==> config.mk <==
export PLATFORM = sky130hd
export DESIGN_NAME = track_aging_scheduler_flat
export DESIGN_NICKNAME = d
export VERILOG_FILES = /design/src/rtl/track_aging_scheduler_pkg.sv /design/src/rtl/track_aging_scheduler_if.sv /design/src/rtl/track_aging_scheduler_age_cmp.sv /design/src/rtl/track_aging_scheduler.sv /design/src/flat_wrapper.sv
export SDC_FILE = /design/constraint.sdc
export NUM_CORES = 1
export LEC_CHECK = 0
export CAP_MARGIN = 0
export CORE_AREA = 4 4 282 284
export CTS_BUF_LIST = sky130_fd_sc_hd__clkbuf_8
export DETAILED_ROUTE_END_ITERATION = 8
export DIE_AREA = 0 0 286 288
export GPL_TIMING_DRIVEN = 1
export PLACE_DENSITY = 0.57
export SYNTH_ARGS = -nofsm -noshare
export SYNTH_HDL_FRONTEND = slang
export SYNTH_HIERARCHICAL = 1
export SYNTH_SLANG_ARGS = --single-unit
==> constraint.sdc <==
create_clock -name clk -period 9.6 [get_ports clk]
set_input_delay 1.92 -clock clk [delete_from_list [all_inputs] [get_ports clk]]
set_output_delay 1.92 -clock clk [all_outputs]
set_load 0.03 [all_outputs]
==> src/rtl/track_aging_scheduler_pkg.sv <==
// rtl/track_aging_scheduler_pkg.sv - shared fusion constants and aging state encoding
package track_aging_scheduler_pkg;

  localparam int MAX_TRACKS     = 1024;
  localparam int TRACK_ID_WIDTH = 10;
  localparam int TRACK_WIDTH    = 512;

  // Last-update timestamp field inside a track record (shared with the track manager)
  localparam int TS_LSB   = 0;
  localparam int TS_WIDTH = 64;

  localparam int SCAN_LAT = 3;

  // 32-bit ms times 1000 fits in 42 bits without overflow
  localparam int TMO_WIDTH = 42;
  localparam logic [9:0] US_PER_MS = 10'd1000;

  typedef enum logic [2:0] {
    AGE_IDLE   = 3'd0,
    AGE_WAIT   = 3'd1,
    AGE_EVAL   = 3'd2,
    AGE_DELETE = 3'd3,
    AGE_DONE   = 3'd4
  } age_state_e;

endpackage

==> src/rtl/track_aging_scheduler_if.sv <==
// rtl/track_aging_scheduler_if.sv - database scan/delete port and external delete requester bundle
interface track_aging_scheduler_if;
  import track_aging_scheduler_pkg::*;

  logic                      db_scan_start;
  logic                      db_scan_next;
  logic [TRACK_ID_WIDTH-1:0] db_scan_id;
  logic [TRACK_WIDTH-1:0]    db_scan_data;
  logic                      db_scan_valid_entry;

  logic [TRACK_ID_WIDTH-1:0] db_delete_id;
  logic                      db_delete_valid;
  logic                      db_delete_ready;

  logic [TRACK_ID_WIDTH-1:0] ext_delete_id;
  logic                      ext_delete_valid;
  logic                      ext_delete_ready;

  // Scheduler side
  modport master (
    output db_scan_start, db_scan_next, db_delete_id, db_delete_valid, ext_delete_ready,
    input  db_scan_id, db_scan_data, db_scan_valid_entry, db_delete_ready,
    input  ext_delete_id, ext_delete_valid
  );

  // Database and track manager side
  modport slave (
    input  db_scan_start, db_scan_next, db_delete_id, db_delete_valid, ext_delete_ready,
    output db_scan_id, db_scan_data, db_scan_valid_entry, db_delete_ready,
    output ext_delete_id, ext_delete_valid
  );

endinterface

==> src/rtl/track_aging_scheduler_age_cmp.sv <==
// rtl/track_aging_scheduler_age_cmp.sv - combinational stale-track test
module track_age_cmp
  import track_aging_scheduler_pkg::*;
(
  input  logic [TS_WIDTH-1:0]  ts,
  input  logic [TS_WIDTH-1:0]  now_snap,
  input  logic [TMO_WIDTH-1:0] tmo_us,
  input  logic                 valid,
  output logic                 stale
);

  logic [TS_WIDTH-1:0] age;

  // Future timestamps never age out; a zero timeout disables deletion
  always_comb begin
    age   = now_snap - ts;
    stale = valid && (tmo_us != '0) && (ts <= now_snap) && (age > TS_WIDTH'(tmo_us));
  end

endmodule

==> src/rtl/track_aging_scheduler.sv <==
// rtl/track_aging_scheduler.sv - periodic stale-track sweep with shared delete port arbitration
module track_aging_scheduler
  import track_aging_scheduler_pkg::*;
(
  input  logic                      clk,
  input  logic                      rst_n,
  input  logic                      cfg_enable,
  input  logic [31:0]               cfg_period_cycles,
  input  logic [31:0]               cfg_timeout_ms,
  input  logic [63:0]               current_time,
  input  logic                      force_scan,
  track_aging_scheduler_if.master   db,
  output logic                      aged_valid,
  output logic [TRACK_ID_WIDTH-1:0] aged_id,
  output logic                      busy,
  output logic                      sweep_done,
  output logic [TRACK_ID_WIDTH:0]   sweep_aged,
  output logic [31:0]               total_aged
);

  localparam logic [2:0] S_IDLE   = AGE_IDLE;
  localparam logic [2:0] S_WAIT   = AGE_WAIT;
  localparam logic [2:0] S_EVAL   = AGE_EVAL;
  localparam logic [2:0] S_DELETE = AGE_DELETE;
  localparam logic [2:0] S_DONE   = AGE_DONE;

  localparam int WAIT_W = $clog2(SCAN_LAT + 1);
  localparam logic [WAIT_W-1:0] LAT_LAST = WAIT_W'(SCAN_LAT);
  localparam logic [TRACK_ID_WIDTH-1:0] LAST_ID = TRACK_ID_WIDTH'(MAX_TRACKS - 1);

  logic [2:0]                state;
  logic [31:0]               per_cnt;
  logic                      launch_pend;
  logic [63:0]               now_snap;
  logic [TMO_WIDTH-1:0]      tmo_us;
  logic [WAIT_W-1:0]         wait_cnt;
  logic [TRACK_ID_WIDTH-1:0] del_id;
  logic [TRACK_ID_WIDTH:0]   sweep_cnt;

  logic                      period_on;
  logic                      period_hit;
  logic                      stale;
  logic                      int_req;
  logic                      int_fire;
  logic                      advance;
  logic [TRACK_ID_WIDTH-1:0] adv_id;
  logic                      unused_payload;

  // Only the timestamp field of the record matters for aging
  assign unused_payload = ^db.db_scan_data[TRACK_WIDTH-1:TS_LSB+TS_WIDTH];

  track_age_cmp u_age_cmp (
    .ts       (db.db_scan_data[TS_LSB +: TS_WIDTH]),
    .now_snap (now_snap),
    .tmo_us   (tmo_us),
    .valid    (db.db_scan_valid_entry),
    .stale    (stale)
  );

  assign period_on  = cfg_enable && (cfg_period_cycles != 32'd0);
  assign period_hit = period_on && (per_cnt >= cfg_period_cycles - 32'd1);

  // External deletes own the port whenever they are valid; the internal request waits
  assign int_req  = (state == S_DELETE);
  assign int_fire = int_req && !db.ext_delete_valid && db.db_delete_ready;
  assign db.db_delete_valid  = db.ext_delete_valid | int_req;
  assign db.db_delete_id     = db.ext_delete_valid ? db.ext_delete_id : del_id;
  assign db.ext_delete_ready = db.db_delete_ready & (db.ext_delete_valid | ~int_req);

  assign busy    = (state != S_IDLE);
  assign advance = ((state == S_EVAL) && !stale) || int_fire;
  assign adv_id  = (state == S_DELETE) ? del_id : db.db_scan_id;

  // Free-running launch timer and the single collapsed launch request
  always_ff @(posedge clk or negedge rst_n) begin
    if (!rst_n) begin
      per_cnt     <= 32'd0;
      launch_pend <= 1'b0;
    end else begin
      if (!period_on || period_hit) per_cnt <= 32'd0;
      else                          per_cnt <= per_cnt + 32'd1;
      if (period_hit || force_scan) launch_pend <= 1'b1;
      else if (state == S_IDLE)     launch_pend <= 1'b0;
    end
  end

  // Sweep sequencer: scan each slot, wait for the data, delete stale entries
  always_ff @(posedge clk or negedge rst_n) begin
    if (!rst_n) begin
      state            <= S_IDLE;
      now_snap         <= 64'd0;
      tmo_us           <= '0;
      wait_cnt         <= '0;
      del_id           <= '0;
      sweep_cnt        <= '0;
      db.db_scan_start <= 1'b0;
      db.db_scan_next  <= 1'b0;
      aged_valid       <= 1'b0;
      aged_id          <= '0;
      sweep_done       <= 1'b0;
      sweep_aged       <= '0;
      total_aged       <= 32'd0;
    end else begin
      db.db_scan_start <= 1'b0;
      db.db_scan_next  <= 1'b0;
      aged_valid       <= 1'b0;
      sweep_done       <= 1'b0;
      case (state)
        S_IDLE: if (launch_pend) begin
          now_snap         <= current_time;
          tmo_us           <= TMO_WIDTH'(cfg_timeout_ms) * TMO_WIDTH'(US_PER_MS);
          sweep_cnt        <= '0;
          wait_cnt         <= '0;
          db.db_scan_start <= 1'b1;
          state            <= S_WAIT;
        end
        S_WAIT: begin
          if (wait_cnt == LAT_LAST) state <= S_EVAL;
          else                      wait_cnt <= wait_cnt + 1'b1;
        end
        S_EVAL: if (stale) begin
          del_id <= db.db_scan_id;
          state  <= S_DELETE;
        end
        S_DELETE: if (int_fire) begin
          aged_valid <= 1'b1;
          aged_id    <= del_id;
          sweep_cnt  <= sweep_cnt + 1'b1;
          if (total_aged != 32'hFFFF_FFFF) total_aged <= total_aged + 32'd1;
        end
        S_DONE: begin
          sweep_aged <= sweep_cnt;
          sweep_done <= 1'b1;
          state      <= S_IDLE;
        end
        default: state <= S_IDLE;
      endcase
      if (advance) begin
        if (adv_id == LAST_ID) begin
          state <= S_DONE;
        end else begin
          db.db_scan_next <= 1'b1;
          wait_cnt        <= '0;
          state           <= S_WAIT;
        end
      end
    end
  end

endmodule

==> src/flat_wrapper.sv <==
// flat-port wrapper written by rule: the top's interface ports become plain ports
module track_aging_scheduler_flat import track_aging_scheduler_pkg::*;
  (clk, rst_n, cfg_enable, cfg_period_cycles, cfg_timeout_ms, current_time, force_scan, aged_valid, aged_id, busy, sweep_done, sweep_aged, total_aged, db_db_scan_start, db_db_scan_next, db_db_delete_id, db_db_delete_valid, db_ext_delete_ready, db_db_scan_id, db_db_scan_data, db_db_scan_valid_entry, db_db_delete_ready, db_ext_delete_id, db_ext_delete_valid);
  track_aging_scheduler_if db_i ();
  input  logic clk;
  input  logic rst_n;
  input  logic cfg_enable;
  input  logic [31:0] cfg_period_cycles;
  input  logic [31:0] cfg_timeout_ms;
  input  logic [63:0] current_time;
  input  logic force_scan;
  output logic aged_valid;
  output logic [TRACK_ID_WIDTH-1:0] aged_id;
  output logic busy;
  output logic sweep_done;
  output logic [TRACK_ID_WIDTH:0] sweep_aged;
  output logic [31:0] total_aged;
  output wire logic [$bits(db_i.db_scan_start)-1:0] db_db_scan_start;
  output wire logic [$bits(db_i.db_scan_next)-1:0] db_db_scan_next;
  output wire logic [$bits(db_i.db_delete_id)-1:0] db_db_delete_id;
  output wire logic [$bits(db_i.db_delete_valid)-1:0] db_db_delete_valid;
  output wire logic [$bits(db_i.ext_delete_ready)-1:0] db_ext_delete_ready;
  input wire logic [$bits(db_i.db_scan_id)-1:0] db_db_scan_id;
  input wire logic [$bits(db_i.db_scan_data)-1:0] db_db_scan_data;
  input wire logic [$bits(db_i.db_scan_valid_entry)-1:0] db_db_scan_valid_entry;
  input wire logic [$bits(db_i.db_delete_ready)-1:0] db_db_delete_ready;
  input wire logic [$bits(db_i.ext_delete_id)-1:0] db_ext_delete_id;
  input wire logic [$bits(db_i.ext_delete_valid)-1:0] db_ext_delete_valid;
  assign db_db_scan_start = db_i.db_scan_start;
  assign db_db_scan_next = db_i.db_scan_next;
  assign db_db_delete_id = db_i.db_delete_id;
  assign db_db_delete_valid = db_i.db_delete_valid;
  assign db_ext_delete_ready = db_i.ext_delete_ready;
  assign db_i.db_scan_id = db_db_scan_id;
  assign db_i.db_scan_data = db_db_scan_data;
  assign db_i.db_scan_valid_entry = db_db_scan_valid_entry;
  assign db_i.db_delete_ready = db_db_delete_ready;
  assign db_i.ext_delete_id = db_ext_delete_id;
  assign db_i.ext_delete_valid = db_ext_delete_valid;
  track_aging_scheduler u_core (.clk(clk), .rst_n(rst_n), .cfg_enable(cfg_enable), .cfg_period_cycles(cfg_period_cycles), .cfg_timeout_ms(cfg_timeout_ms), .current_time(current_time), .force_scan(force_scan), .db(db_i), .aged_valid(aged_valid), .aged_id(aged_id), .busy(busy), .sweep_done(sweep_done), .sweep_aged(sweep_aged), .total_aged(total_aged));
endmodule
# --- Word level (Yosys, flattened, before mapping) ---
# Index checks and enable logic that the tools add are counted.
totals:
  reg_bits: 219
  inputBits: 667
  out_inout_bits: 70
  elab_cells: 94
classes:
  addsub: 6
  multipliers: 1
  magnitude_cmp: 3
  eq_ne: 13
  muxes: 26
  bitwise_logic: 4
  reduce_logical: 26
ops:
  columns: ["op", "n"]
  rows:
  - ["$add 32x1->32 const B", 2]
  - ["$gt 64x42->1", 1]
  - ["$le 64x64->1", 1]
  - ["$sub 64x64->64", 1]
  - ["$reduce_bool 42->1", 1]
  - ["$mul 32x7->39 const B", 1]
  - ["$ge 32x32->1", 1]
  - ["$mux 32", 1]
  - ["$ne 32x32->1 const B", 1]
  - ["$reduce_bool 32->1", 1]
  - ["$sub 32x1->32 const B", 1]
  - ["$mux 11", 2]
  - ["$pmux 11 s2", 1]
  - ["$mux 10", 2]
  - ["$mux 3", 5]
  - ["$pmux 3 s4", 1]
  - ["$add 11x1->11 const B", 1]
  - ["$eq 10x10->1 const B", 1]
  - ["$mux 1", 9]
  - ["$ne 3x1->1 const B", 3]
  - ["$logic_and 1x1->1", 8]
  - ["$mux 2", 4]
  - ["$eq 3x2->1 const B", 2]
  - ["$reduce_and 2->1", 3]
  - ["17 further kinds", 25]

# --- Longest topological paths before layout ---
depth:
  word_depth: 9
  mapped_depth: 30
  ltp_nobuf: 29

# --- By module ---
# The synthesis kept the hierarchy.
by_module_without_submodules:
  columns: ["module", "n_inst", "cells_each", "area_per_inst_um2", "seq_area_each_um2"]
  rows:
  - ["track_aging_scheduler", 1, 1639, 15815.2, 5480.3]
  - ["track_age_cmp", 1, 875, 5625.4, 0.0]

# --- Worst setup path before layout ---
# No wires, ideal clock.
synth_timing:
  path_kind: "input -> register"
  start: "input port db_db_scan_data[0]"
  end: "register u_core.del_id[0]"
  arrival_ns: 6.534
  required_ns: 9.475
  setup_slack_ns: 2.941
  path_stages: 25
  path_buffers: 1
  path_cell_list: "ha_1 -> inv_1 -> fa_1 -> a21o_1 -> a221oi_4 -> nor2b_1 -> a211o_1 -> nor2b_1 -> nor2_1 -> xnor2_1 -> ha_1 -> a21o_1 -> a21o_1 -> a2111oi_0 -> o22ai_1 -> o31a_1 -> o21ai_0 -> o2111ai_1 -> nor4_1 -> nand3_1 -> nor3_2 -> a41oi_1 -> and3b_1 -> clkbuf_1 -> mux2_2"
synth_via:
  elab_chain_len: 4
synth_rtl:
  columns: ["item", "line", "rtl"]
  rows:
  - ["start, declared", "flat_wrapper.sv:24", "input wire logic [$bits(db_i.db_scan_data)-1:0] db_db_scan_data;"]
  - ["$sub 64x64->64 or $le 64x64->1 (tied branches)", "track_aging_scheduler_age_cmp.sv:16, track_aging_scheduler_age_cmp.sv:17", null]
  - ["$gt 64x42->1 or $logic_and 1x1->1 (tied branches)", "track_aging_scheduler_age_cmp.sv:17", "stale = valid && (tmo_us != '0) && (ts <= now_snap) && (age > TS_WIDTH'(tmo_us));"]
  - ["$logic_and 1x1->1 (*)", "track_aging_scheduler_age_cmp.sv:17", null]
  - ["via u_core.stale", "track_aging_scheduler.sv:42", "logic stale;"]
  - ["$reduce_and 2->1 (no source line) (*)", null, null]
  - ["end signal, assigned", "track_aging_scheduler.sv:122", "del_id <= db.db_scan_id;"]
  - ["end, declared", "track_aging_scheduler.sv:37", "logic [TRACK_ID_WIDTH-1:0] del_id;"]
# The timed path passes the listed nets; every way through them passes the cells marked *.
# A chain may end at the register's enable or synchronous reset.

# --- Final worst setup path ---
layout_timing:
  start: "input port db_db_scan_data[5]"
  end: "register u_core.del_id[6]"
# The elaborated chain is that of the path after synthesis.

==> results.py <==
metrics = {
    "route": {
        "drt_first_pass_iters": 5,
        "totalWireLength_um": 63200,
        "viasPerCell": 4.65,
        "remaining_drc_errors": 0,
        "wl_per_cell_um": 16.4,
        "vias": 17961,
        "drtIter0Drc": 831,
        "ant_nets": 0,
        "wl_met2_um": 30700,
        "wl_met3_um": 2760,
        "wl_met1_um": 27300,
        "top_layer_used": "met5",
    },
    "clock_network": {
        "cts.clk_slew.worst_paths_ns": 0.06,
        "cts.sinks": 219,
        "cts_tree": "yes",
        "htree_levels": 2,
        "hold_buffers": 0,
        "post_cts_buffers": 0,
        "cts_resized": 0,
        "clk_path_buf_depth": 3,
        "cts_buffers": 44,
        "cts-root-buf": "clkbuf_8",
        "clkLatencyLatePin_ns": 0.62,
    },
    "yosys": {
        "async_reset_ff_share_pct": 100,
        "synth_cell_types": 102,
        "netlist_instances": 2514,
        "synth_top_area_share_pct": 25.6,
        "synth_warnings": 6,
        "yosys.area.top_type": "dfrtp_1",
        "synth-edff-count": 0,
        "synthTopCellsByArea": "dfrtp_1 26%, ha_1 13%, fa_1 11%",
        "ys.flop_type": "dfrtp_1",
        "syn_avg_cell_area_um2": 8.53,
        "ys_seq_elements": 219,
        "syn_area_um2": 21400,
        "seq_area_frac_synth_pct": 25.6,
    },
    "pwr": {
        "power_density_nw_per_um2": 286,
        "leakagePower_nw": 12.2,
        "finalPower_mw": 7.52,
        "peakVddDrop_uv": 149,
    },
    "worst_setup_path": {
        "critPathSlowestCell": "and3b_1",
        "startpoint": "db_db_scan_data[5]",
        "slowest_delay_ns": 0.50,
        "path_buf_inv": 2,
        "reg2reg_from": "u_core/now_snap[18]$_DFFE_PN0P_",
        "crit_family": "compound AO/OA/AOI/OAI gates",
        "critical_path.endpoint_type": "flop",
        "cpMostUsedCell": "o21ai_0",
        "critPathKind": "in -> reg",
        "crit_required_ns": 10.08,
        "critPathMaxFanout": 10,
        "worstSetupStartpointType": "primary input",
        "worst_ep_arrival_time_ns": 8.59,
    },
    "finish": {
        "finish.utilization_pct": 34.1,
        "areaGrowthSynthToFinish_pct": 22.5,
        "multi_input_area_um2": 14500,
        "drive_gt1_share_pct": 6.04,
        "seqCellArea_um2": 5480,
        "final_area_um2": 26300,
        "final_cell_mix": "392 x nand2_1, 311 x inv_1, 287 x clkdlybuf4s50_1",
        "fill_cells": 8174,
        "final_common_cell": "nand2_1",
        "fin_cells": 3862,
        "final_nets": 3793,
    },
    "global_route": {
        "grt_pass1_wl_um": 101000,
        "grt_max_degree": 111,
        "track_usage_pct": 15.1,
        "grt_overflow_total": 0,
        "antenna_found_initial": 20,
        "grt_pass1_vias": 18633,
    },
    "timing": {
        "hold_violations": 0,
        "fin_skew_ns": 0.0464,
        "timing.slew.headroom_pct": 30.3,
        "timing.hold.ws_ns": 0.477,
        "worst_slack_ns": 1.49,
        "fmax_ghz": 0.123,
        "worst_pin_slew_ns": 1.05,
        "fin_crit_sh_pct": 84.4,
        "rsz0062_at_grt": "no",
        "drv_slew": 0,
        "tns_ns": 0,
        "setup_viol": 0,
        "fin_crit_ns": 8.11,
    },
    "placement": {
        "place_area_um2": 25300,
        "portBuffers": 288,
        "place_ws_ns": 0.908,
        "gp_congestion": 0.897,
        "place_inst": 3774,
        "hpwlAfterDp_um": 51700,
    },
    "hold_path": {
        "min-delay-start": "u_core/now_snap[0]$_DFFE_PN0P_",
        "hp-class": "reg -> reg",
    },
    "floorplan": {
        "pin_count": 737,
        "fp-row-count": 102,
        "fp.dieH_um": 288,
        "initial_core_util_pct": 27.8,
        "core_area_um2": 77100,
        "die_x_um": 286,
        "die_area_um2": 82400,
    },
    "job": {
        "max_cap_viol_count": 0,
    },
    "run_status": {
        "outcome": "complete, no violations",
    },
}
[worst reg2reg max path: stages (launching register included)]
cell	delay (ns)
dfrtp_1	0.39
ha_1	0.43
a21oi_1	0.17
a21o_1	0.20
a211oi_1	0.47
a21oi_1	0.18
o21ai_0	0.35
nand3_1	0.20
a21oi_1	0.21
nor2_1	0.09
o21bai_1	0.18
xnor2_1	0.17
ha_1	0.29
a21oi_1	0.17
nor2b_1	0.06
o21ai_0	0.16
o211ai_1	0.11
a21o_1	0.22
o21ai_0	0.41
o2111ai_1	0.20
nor4_1	0.29
nand3_1	0.13
nor3_2	0.20
a41oi_1	0.42
and3b_1	0.50
mux2_2	0.34
[layer usage]
| metal | GRT usage, % | up-vias |
|---|---|---|
| met2 | 26.2 | 315 |
| met5 | 0 | - |
| met3 | 2.97 | 108 |
| met1 | 18.7 | 8391 |
| met4 | 5.79 | 22 |
| li1 | - | 9125 |
[state kept, by name, indices dropped and copies added (netlist names)]
name / flops
u_core/wait_cnt: 2
u_core/state: 3
u_core/del_id: 10
u_core/launch_pend: 1
u_core/db.db_scan_start: 1
u_core/sweep_cnt: 11
u_core/per_cnt: 32
u_core/aged_valid: 1
u_core/sweep_aged: 11
u_core/tmo_us: 39
u_core/aged_id: 10
u_core/db.db_scan_next: 1
u_core/now_snap: 64
u_core/total_aged: 32
u_core/sweep_done: 1
[cell families (layout without fill, tap and decap cells)]
family | Yosys count | after routing | share of synthesized area [%]
buffers and inverters | 376 | 671 | 6.87
adders and majority gates | 346 | 346 | 24.4
muxes | 45 | 45 | 2.34
xor gates and xnor gates | 177 | 177 | 7.23
DFF | 219 | 219 | 25.6
other | 1 | 14 | 0.0175
and+or+nand+nor | 885 | 885 | 19.4
AOI/OAI and AO/OA | 465 | 465 | 14.2
[final cells by class]
class / instances / area share (%)
tap: 1040 / 4.95
multi-input combinational: 1924 / 55.3
clock buffer: 54 / 2.83
sequential: 219 / 20.9
inverter: 297 / 4.25
timing repair buffer: 294 / 11.2
antenna: 8 / 0.0762
clock inverter: 26 / 0.596
[worst paths after layout]
path	depth (start not counted)	end	slack, ns
max reg2reg	25	u_core/del_id[6]$_DFFE_PN0P_	2.96
min	2	u_core/now_snap[0]$_DFFE_PN0P_	0.48
min reg2reg	2	u_core/now_snap[0]$_DFFE_PN0P_	0.48
max in group asynchronous	2	u_core/total_aged[2]$_DFFE_PN0P_	6.85
max	28	u_core/del_id[6]$_DFFE_PN0P_	1.49
min in group asynchronous	1	u_core/now_snap[46]$_DFFE_PN0P_	1.34
[cell usage after synthesis, types with 15 or more instances]
| master | instances |
|---|---|
| nor4_1 | 30 |
| o21a_1 | 17 |
| a21o_1 | 47 |
| nor2_1 | 160 |
| nand2_1 | 393 |
| xor2_1 | 80 |
| buf_2 | 18 |
| inv_1 | 297 |
| dfrtp_1 | 219 |
| nor3_1 | 42 |
| a211oi_1 | 15 |
| fa_1 | 119 |
| ha_1 | 227 |
| xnor2_1 | 97 |
| mux2_2 | 41 |
| o21ai_0 | 107 |
| nand4_1 | 73 |
| and3_1 | 21 |
| clkbuf_1 | 53 |
| a21oi_1 | 140 |
| nand3_1 | 56 |
[where the power goes]
part / internal, mW / leakage (nW) / total (mW) / switching (mW)
clock: 0.538 / 0.509 / 0.980 / 0.442
sequential: 1.21 / 2.84 / 1.43 / 0.226
combinational: 2.04 / 8.89 / 5.10 / 3.07
No activity file was read; power rests on OpenSTA's default activity.
